### config.mk
export PLATFORM = sky130hd
export DESIGN_NAME = legv8_decode_ctrl
export DESIGN_NICKNAME = d
export VERILOG_FILES = /design/src/rtl/legv8_decode_ctrl.sv
export SDC_FILE = /design/constraint.sdc
export NUM_CORES = 1
export LEC_CHECK = 0
export ABC_AREA = 0
export CORE_MARGIN = 3
export CORE_UTILIZATION = 56
export DETAILED_ROUTE_END_ITERATION = 10
export DONT_BUFFER_PORTS = 1
export GPL_TIMING_DRIVEN = 0
export HOLD_SLACK_MARGIN = 0.12
export PLACE_DENSITY_LB_ADDON = 0.3
export SLEW_MARGIN = 20
export SYNTH_ARGS = -nofsm -noshare
export SYNTH_HDL_FRONTEND = slang
export SYNTH_SLANG_ARGS = --single-unit
export TNS_END_PERCENT = 100
### constraint.sdc
create_clock -name clock -period 1.7 [get_ports clock]
set_clock_uncertainty 0.05 [all_clocks]
set_input_delay 0.085 -clock clock [delete_from_list [all_inputs] [get_ports clock]]
set_output_delay 0.085 -clock clock [all_outputs]
set_load 0.03 [all_outputs]
### src/rtl/legv8_decode_ctrl.sv
// LEGv8 main-control decoder with a registered control word, a branch-shadow
// bubbling FSM and a saturating illegal-opcode counter.
module legv8_decode_ctrl #(
    parameter int OPC_W     = 11,
    parameter int BR_SLOTS  = 2,
    parameter int CNT_W     = 8,
    parameter int SHADOW_EN = 1
) (
    input  logic             clock,
    input  logic             reset,
    input  logic             in_valid,
    output logic             in_ready,
    input  logic [OPC_W-1:0] opcode,
    input  logic             stall,
    input  logic             flush,
    input  logic             branch_resolved,
    output logic             out_valid,
    output logic             Reg2Loc,
    output logic             ALUSrc,
    output logic             MemtoReg,
    output logic             RegWrite,
    output logic             MemRead,
    output logic             MemWrite,
    output logic             Branch,
    output logic             Uncondbranch,
    output logic             Branchlink,
    output logic             Branchreg,
    output logic             not_zero,
    output logic             CB_instr,
    output logic [1:0]       ALUOp,
    output logic             illegal,
    output logic [CNT_W-1:0] illegal_count
);

    // state  | meaning
    // RUN    | accepting opcodes, one decoded word per accepted opcode
    // SHADOW | emitting bubbles for the branch delay, counter counts down
    typedef enum logic {RUN, SHADOW} state_t;

    typedef struct packed {
        logic       reg2loc;
        logic       alusrc;
        logic       memtoreg;
        logic       regwrite;
        logic       memread;
        logic       memwrite;
        logic       branch;
        logic       uncondbranch;
        logic       branchlink;
        logic       branchreg;
        logic       not_zero;
        logic       cb_instr;
        logic [1:0] aluop;
        logic       illegal;
    } ctrl_t;

    state_t           state_q, state_d;
    logic [3:0]       cnt_q, cnt_d;
    ctrl_t            word_q, word_d, dec;
    logic             valid_q, valid_d;
    logic [CNT_W-1:0] icnt_q, icnt_d;
    logic [10:0]      op11;

    assign op11 = opcode[OPC_W-1 -: 11];

    // Pattern-matched branch classes sit first so they win over exact matches.
    always_comb begin
        dec = '0;
        casez (op11)
            11'b10110100???: begin
                dec.cb_instr = 1'b1; dec.reg2loc = 1'b1; dec.branch = 1'b1; dec.aluop = 2'b01;
            end
            11'b10110101???: begin
                dec.cb_instr = 1'b1; dec.reg2loc = 1'b1; dec.branch = 1'b1; dec.aluop = 2'b01;
                dec.not_zero = 1'b1;
            end
            11'b100101?????: begin
                dec.reg2loc = 1'b1; dec.regwrite = 1'b1; dec.uncondbranch = 1'b1;
                dec.branchlink = 1'b1; dec.aluop = 2'b01;
            end
            11'b000101?????: begin
                dec.uncondbranch = 1'b1; dec.aluop = 2'b01;
            end
            11'b10001011000, 11'b11001011000, 11'b10001010000,
            11'b10101010000, 11'b11001010000: begin
                dec.regwrite = 1'b1; dec.aluop = 2'b10;
            end
            11'b11010011011, 11'b11010011010: begin
                dec.regwrite = 1'b1; dec.alusrc = 1'b1; dec.aluop = 2'b10;
            end
            11'b11111000010: begin
                dec.alusrc = 1'b1; dec.memtoreg = 1'b1; dec.regwrite = 1'b1; dec.memread = 1'b1;
            end
            11'b11111000000: begin
                dec.reg2loc = 1'b1; dec.alusrc = 1'b1; dec.memwrite = 1'b1;
            end
            11'b11010110000: begin
                dec.regwrite = 1'b1; dec.branchreg = 1'b1; dec.aluop = 2'b10;
            end
            default: begin
                dec.aluop = 2'b11; dec.illegal = 1'b1;
            end
        endcase
    end

    assign in_ready = !reset && !stall && !flush && (state_q == RUN);

    always_comb begin
        state_d = state_q;
        cnt_d   = cnt_q;
        word_d  = word_q;
        valid_d = valid_q;
        icnt_d  = icnt_q;
        if (flush) begin
            state_d = RUN;
            cnt_d   = '0;
            word_d  = '0;
            valid_d = 1'b0;
        end else if (!stall) begin
            word_d  = '0;
            valid_d = 1'b0;
            case (state_q)
                RUN: begin
                    if (in_valid) begin
                        word_d  = dec;
                        valid_d = 1'b1;
                        if (dec.illegal && (icnt_q != '1))
                            icnt_d = icnt_q + CNT_W'(1);
                        if ((SHADOW_EN != 0) && (dec.branch || dec.uncondbranch || dec.branchreg)) begin
                            state_d = SHADOW;
                            cnt_d   = 4'(BR_SLOTS);
                        end
                    end
                end
                SHADOW: begin
                    if (branch_resolved || (cnt_q <= 4'd1)) begin
                        state_d = RUN;
                        cnt_d   = '0;
                    end else begin
                        cnt_d = cnt_q - 4'd1;
                    end
                end
                default: begin
                    state_d = RUN;
                    cnt_d   = '0;
                end
            endcase
        end
    end

    always_ff @(posedge clock) begin
        if (reset) begin
            state_q <= RUN;
            cnt_q   <= '0;
            word_q  <= '0;
            valid_q <= 1'b0;
            icnt_q  <= '0;
        end else begin
            state_q <= state_d;
            cnt_q   <= cnt_d;
            word_q  <= word_d;
            valid_q <= valid_d;
            icnt_q  <= icnt_d;
        end
    end

    assign out_valid     = valid_q;
    assign Reg2Loc       = word_q.reg2loc;
    assign ALUSrc        = word_q.alusrc;
    assign MemtoReg      = word_q.memtoreg;
    assign RegWrite      = word_q.regwrite;
    assign MemRead       = word_q.memread;
    assign MemWrite      = word_q.memwrite;
    assign Branch        = word_q.branch;
    assign Uncondbranch  = word_q.uncondbranch;
    assign Branchlink    = word_q.branchlink;
    assign Branchreg     = word_q.branchreg;
    assign not_zero      = word_q.not_zero;
    assign CB_instr      = word_q.cb_instr;
    assign ALUOp         = word_q.aluop;
    assign illegal       = word_q.illegal;
    assign illegal_count = icnt_q;

endmodule

==> results.txt, run 1 <==
The transition time of the tightest slew-check pin came out at 0.915 ns. Maximum vdd ir drop: 0.411 mV. The maximum fanout encountered on the critical timing path works out to 4. Yosys printed 0 warnings. The tools report the cell area after placement as 1740 sq um.

Most instantiated flip-flop cell in the synthesis netlist: sky130_fd_sc_hd__dfxtp_1. The post-detailed-route DRC marker count is 0. The worst hold path belongs to the class input port to register.

The worst relative slew slack is 38.5%. The tools report the number of global-route vias before repair as 1592. The core area is 2810 sq um, and the number of antenna cells inserted is 0. Pin placement for this block handled 42 I/O pins.

The share of power burned in registers was 59.4%; the final cycle utilization of the critical path was 108%. Number of endpoints with negative hold slack in the final report: 0. Most area-hungry cell type in the Yosys netlist: sky130_fd_sc_hd__dfxtp_1. The tree built by TritonCTS fans out to 27 sinks. The die covers 3680 sq um. In the synthesized netlist, the cells that appear most often are sky130_fd_sc_hd__dfxtp_1, sky130_fd_sc_hd__nor2_1, sky130_fd_sc_hd__a21oi_1, sky130_fd_sc_hd__nand2_1, sky130_fd_sc_hd__nor2b_1.

The finished cells cover 2030 sq um. Setup repair after global routing could not meet its margin everywhere. The checks that failed: setup timing. The number of maximum-capacitance constraint violations was 0; the power per cell area was 534 nW/um^2.

Yosys attributes the largest share of cell area to sky130_fd_sc_hd__dfxtp_1, sky130_fd_sc_hd__mux2_4, sky130_fd_sc_hd__nor4_2. At the end of routability-driven placement, the weighted congestion stood at 0.924. Detailed router's first-iteration violation count: 115.

Cells with a size suffix above 1 make up 27.9% of the layout. The internal portion of total power was 0.796 mW; the die extent in y was 60.7 um. The number of antenna violations at the first check in global routing was 0.

For this run the aggregate overflow at the end of global routing stands at 0. The count of buffers from port buffering is 0, and the worst slack after detailed placement is -0.221 ns. The logs give 24.3% for the total routing usage reported by global routing and 15 for the pin count of the biggest net entering global routing.

TritonCTS built the clock tree. Maximum number of buffers from clock root to sink: 2. The run gives 0.33 ns as the clock latency of the later-clocked register in the worst-skew pair.

For the final setup violation count, the log shows 8. For this run, asynchronously set or reset flops after synthesis account for 0%. The worst hold slack was 0.0606 ns. STA classifies the critical path startpoint as a register. The initial utilization of the core area, before any placement, comes to 59.6%.

The net total in the final layout is 225. Most frequent cell after synthesis: sky130_fd_sc_hd__dfxtp_1. The achievable clock frequency was 544 MHz. The setup path with the least slack is of type register to register. The switching power summed over all nets is 0.289 mW. Setup total negative slack on the finished layout was measured at -0.632 ns. The synthesized design contains 27 register bits. The run gives 54 as the unique cell type count in the Yosys netlist.

The pre-antenna-repair detailed-routing pass consisted of 4 iterations. The CTS clock-pin slew for the worst setup and hold paths works out to 0.14 ns. The sequential element share of the synthesized area was 32.3%.

The clock network is responsible for 26.3% of the overall power. A synthesized cell averages 9.29 sq um. Subtracting the final worst setup slack from the clock period gives 1.84 ns.

The routed wirelength normalized by instance count came out at 18.1 um. STA classifies the critical path endpoint as a register. The number of synthesized flops with an enable pin was 0.

Relative to the synthesized area, the layout overhead comes to 21.5%. The top-area cell type share of the netlist area works out to 32.3%. Counting the buffers created by CTS gives 3. The detail route stage leaves a number of antenna-violating nets equal to 0. The row count was 19; the post-synthesis instance area was 1670 sq um.

Using the TritonRoute via totals, the vias-per-cell ratio works out to 6.37. Once detailed placement completed, the half-perimeter wirelength came to 2810 um. The flow ran to the end, but the final reports show violations. The number of cells produced by synthesis is 180. The number of vias after detailed routing was 1496. The power share of the combinational group came out at 14.2%. The logs give 0 for the number of pins with negative max-slew slack in the final report and -0.137 ns for the final worst-path setup slack. The arrival time of data at the critical path endpoint was 2.02 ns. The endpoint required time on the critical path is 1.88 ns.

From left edge to right edge, the die measures 60.7 um. The number of standard cells in the layout, taps in and fillers out was 235. In this run, placement finished with an instance count of 211.

The logs give 200 for the net count after synthesis and 1 for the maximum level of the CTS H-tree. The first global-routing pass estimated 6870 um of wire. After detailed routing, the total wire length is 4240 um. Of the total power, the share spent switching nets is 26.6%. The cell sitting at the root of the clock tree is a sky130_fd_sc_hd__clkbuf_4. Summed over all cells, the static leakage comes to 0.701 nW.
path summary, 6_finish.rpt:
check | slack [ns] | cells past startpoint | startpoint | end
worst max-delay path | -0.14 | 7 | illegal_count[6] | illegal_count[2]
worst min-delay path | 0.06 | 4 | opcode[4] | ALUSrc
worst max register to register | -0.14 | 7 | illegal_count[6] | illegal_count[2]
worst min register to register | 0.49 | 2 | cnt_q[3] | cnt_q[3]
metal layers:
layer	up-vias	track usage, %	part of all wire (%)
li1	716	-	-
met1	711	27.3	40
met4	0	10.2	1.3
met2	63	44.1	52
met3	6	5.11	6.4
met5	-	0	0
through the flow:
step,total power [mW],utilization (%)
floorplan,0.755,-
global placement,0.769,62.1
detailed placement,0.773,62.1
CTS,1.08,71.1
global route,1.14,72.4
finish,1.09,72.4
sequential cells by signal, indices dropped and copies added, names as in the netlist:
register,flops
state_q,1
Branchreg,1
cnt_q,4
ALUSrc,1
not_zero,1
RegWrite,1
MemtoReg,1
out_valid,1
ALUOp,2
Branchlink,1
MemWrite,1
Uncondbranch,1
Reg2Loc,1
illegal_count,8
illegal,1
Branch,1
cells by family (layout without fill, tap and decap cells):
logic type | count (synthesis) | count (layout) | share of synthesized area [%]
flops | 27 | 27 | 32.3
buf+inv | 13 | 37 | 4.79
compound gates | 39 | 39 | 18.0
fa+ha+maj | 3 | 3 | 2.24
simple gates | 89 | 89 | 35.6
mux | 9 | 9 | 7.11
repair_timing:
action | 4_1_cts | 5_1_grt
endpoints found under the hold margin | 23 | 0
hold buffers | 15 | 0
gates resized for setup | 11 | 9
setup endpoints to repair | 13 | 14
buffers inserted | 5 | 1
pin swaps | 5 | 6
power by group through the flow:
stage	combinational, mW	clock, mW	sequential, mW
finish	0.155	0.286	0.645
global route	0.167	0.322	0.646
CTS	0.147	0.290	0.648
detailed placement	0.107	0	0.667
global placement	0.103	0	0.666
floorplan	0.0900	0	0.665
worst max-delay path: stages (launching register included):
cell                      delay (ns)
sky130_fd_sc_hd__dfxtp_4        0.41
sky130_fd_sc_hd__and4_4         0.22
sky130_fd_sc_hd__a41oi_4        0.26
sky130_fd_sc_hd__buf_4          0.15
sky130_fd_sc_hd__buf_4          0.09
sky130_fd_sc_hd__nand2_1        0.05
sky130_fd_sc_hd__nor4_2         0.16
sky130_fd_sc_hd__mux2_1         0.34
layout make-up:
cell class / instances / area (sq um)
inverter: 4 / 15.0
tap: 31 / 38.8
multi-input combinational: 140 / 1130
buffer: 9 / 65.1
clock buffer: 4 / 26.3
sequential: 27 / 567
timing repair buffer: 20 / 191
fill: 201 / 773
layout by cell type, fill, tap and decap left out, types with 5 or more instances in the layout:
cell type,count
sky130_fd_sc_hd__clkbuf_1,6
sky130_fd_sc_hd__dlygate4sd3_1,13
sky130_fd_sc_hd__dfxtp_1,18
sky130_fd_sc_hd__dfxtp_4,6
sky130_fd_sc_hd__mux2_4,5
sky130_fd_sc_hd__buf_4,7
sky130_fd_sc_hd__nor2_1,18
sky130_fd_sc_hd__nand2_1,14
sky130_fd_sc_hd__nand3_1,7
sky130_fd_sc_hd__a21oi_1,12
sky130_fd_sc_hd__nor2b_1,9
Power figures use the tool's default switching activity.
==> inputs of run 2 (changes only) <==
--- a/config.mk
+++ b/config.mk
@@ -13,6 +13,7 @@
 export GPL_TIMING_DRIVEN = 0
 export HOLD_SLACK_MARGIN = 0.12
 export PLACE_DENSITY_LB_ADDON = 0.3
+export SKIP_CTS_REPAIR_TIMING = 1
 export SLEW_MARGIN = 20
 export SYNTH_ARGS = -nofsm -noshare
 export SYNTH_HDL_FRONTEND = slang
==> run 2 against run 1 <==
Against the previous run: the run ends with hold timing, setup timing left; die area unchanged; count of clock-buffer cells in the layout unchanged; global-route usage down 2.4 points; sequential power about the same; first-iteration DRC count down 21%.
==> results.txt, run 2 (synthesized netlist as in run 1, its figures left out) <==
For the post-route cell area, the log shows 2020 sq um (-0.37%). Setup repair after global routing could not meet its margin everywhere. For the number of antenna cells inserted, the log shows 0 (unchanged). Total placed cells including tap cells: 211 (unchanged). The tools report the number of sinks driven by the clock tree as 27 (unchanged). The tools report the starting density of the core as 59.6% (unchanged). The global-route wire length before repair was 6190 um (-9.8%); the final cycle utilization of the critical path was 112% (+4.0 points).

The run gives 1740 sq um (unchanged) as the cell area after placement. The tools report the met3 routing resource usage after global routing as 6.17% (+1.1 points). The share of post-route cells with drive strength above 1 was 29.4% (+1.5 points). Count of buffering cells on the critical path with inverters included: 1 (-1). In the layout the commonest cells are sky130_fd_sc_hd__dfxtp_1, sky130_fd_sc_hd__nor2_1, sky130_fd_sc_hd__nand2_1, sky130_fd_sc_hd__a21oi_1, sky130_fd_sc_hd__dlygate4sd3_1.

Compared with the post-synthesis result, the final layout area differs by 21.0%. The tools report the arrival time of data at the critical path endpoint as 2.10 ns (+0.08 ns). Width of the chip: 60.7 um (unchanged).

The minimum clock period after layout is 1.90 ns (+0.0675 ns). The number of vias after detailed routing came out at 1521 (+1.7%). The logs give 15 (unchanged) for the pin count of the biggest net entering global routing and 0.33 ns (about the same) for the clock latency of the later-clocked register in the worst-skew pair.

The final worst-path setup slack is -0.204 ns (-0.0675 ns). Number of endpoints with negative hold slack in the final report: 3 (+3). The class of the tightest hold or removal check is input port to register.

STA classifies the critical path endpoint as a register. The number of maximum-capacitance constraint violations came out at 0 (unchanged). The tools report the maximum level of the CTS H-tree as 1 (unchanged). The core area was 2810 sq um (unchanged). The maximum vdd ir drop was 0.415 mV (+0.86%). TritonCTS built the clock tree. The run gives 225 (unchanged) as the net total in the final layout. The run finished, with violations left. The routed wirelength normalized by instance count was 17.9 um (-0.78%). The CTS root buffer was sky130_fd_sc_hd__clkbuf_4. In this run the most used layer during global routing was met2. The global routing met1 resource utilization is 24.1% (-3.2 points), and the worst setup slack for register-to-register paths is -0.20 ns (-0.07 ns). The endpoint required time on the critical path was 1.89 ns (about the same).

The detailed-route vias per instance works out to 6.47 (+1.7%). For the number of antenna violations at the first check in global routing, the log shows 0 (unchanged). The run gives 235 (unchanged) as the number of standard cells in the layout, taps in and fillers out.

The total routed wirelength was 4210 um (-0.78%). STA classifies the critical path startpoint as a register. The total CTS buffers is 3 (unchanged), and the detailed placement HPWL is 2810 um (unchanged). Count of buffers from port buffering: 0 (unchanged). The logs give 4 (unchanged) for the number of iterations in the first detailed-routing pass and 3680 sq um (unchanged) for the die outline area. The worst stage delay on the critical path works out to 0.42 ns (about the same).

The final reports fail on hold timing, setup timing. Broken down by cell family, the worst path's largest delay share belongs to simple AND/OR/NAND/NOR gates. Number of top-level pins: 42 (unchanged).

The number of pins with negative max-slew slack in the final report is 0 (unchanged). The logs give 63.5% (+25 points) for the worst relative slew slack and 38.0% (-6.1 points) for the met2 track demand over resource in global routing. The final setup violation count is 8 (unchanged), and the flip-flop count of the largest register, all copies and words added is 8 (unchanged). The total routing usage reported by global routing came out at 21.9% (-2.4 points). For the leftover overflow at the end of global routing, the log shows 0 (unchanged).

The run gives 0.924 (unchanged) as the last weighted congestion value of the routability-driven placer. The die extent in y is 60.7 um (unchanged), and the worst hold slack is -0.110 ns (-0.170 ns). The power per cell area came out at 535 nW/um^2 (+0.27%).

For this design, the slowest cell found on the critical path is sky130_fd_sc_hd__dfxtp_4. Number of global-route vias before repair: 1458 (-8.4%). The run gives 0 (unchanged) as the post-detailed-route DRC marker count.

The maximum fanout encountered on the critical timing path is 5 (+1). For the row count, the log shows 19 (unchanged). The critical path is of the register to register type. The run gives 91 (-21%) as the detailed router's first-iteration violation count. The run gives 0.698 nW (-0.38%) as the leakage power of the design.

The CTS clock-pin slew for the worst setup and hold paths is 0.14 ns (about the same). Transition time of the tightest slew-check pin: 0.545 ns (-0.370 ns). The tools report the achievable clock frequency as 525 MHz (-3.5%). The maximum number of buffers from clock root to sink came out at 2 (unchanged).

The critical path goes through and4_4 > a41oi_4 > buf_6 > nand4_1 > nor4_2 > mux2_4. For the post-route antenna net violation count, the log shows 0 (unchanged).
run 2: area by class of cell:
class                           instances  area, sq um
Inverter                                4         15.0
Timing Repair Buffer                   20          185
Tap cell                               31         38.8
Fill cell                             205          781
Multi-Input combinational cell        140         1130
Sequential cell                        27          567
Clock buffer                            4         26.3
Buffer                                  9         65.1
run 2: metrics by stage:
stage	total power [mW]	setup slack, ns	TNS (ns)	util [%]
after global placement	0.769	-0.210	-1.20	62.1
after CTS	1.05	-0.249	-2.09	63.0
after detailed placement	0.773	-0.221	-1.76	62.1
after global routing	1.13	-0.287	-1.86	72.2
final	1.08	-0.204	-1.10	72.2
after floorplan	0.755	-0.0323	-0.0516	-
run 2: metal layers:
| layer | vias up | part of all wire [%] |
|---|---|---|
| met5 | - | 0 |
| li1 | 719 | - |
| met3 | 14 | 5.9 |
| met4 | 0 | 3.2 |
| met2 | 58 | 51 |
| met1 | 730 | 40 |
run 2: path summary, 6_finish.rpt:
path | startpoint | endpoint | cells past startpoint
worst max-delay path | illegal_count[6] | illegal_count[6] | 6
worst min-delay path | opcode[1] | MemtoReg | 2
worst max register to register | illegal_count[6] | illegal_count[6] | 6
worst min register to register | cnt_q[1] | cnt_q[1] | 1
run 2: where the power goes:
part / switching, mW / internal [mW]
registers: 0.0151 / 0.630
logic: 0.0793 / 0.0727
clock network: 0.195 / 0.0923
total: 0.290 / 0.795
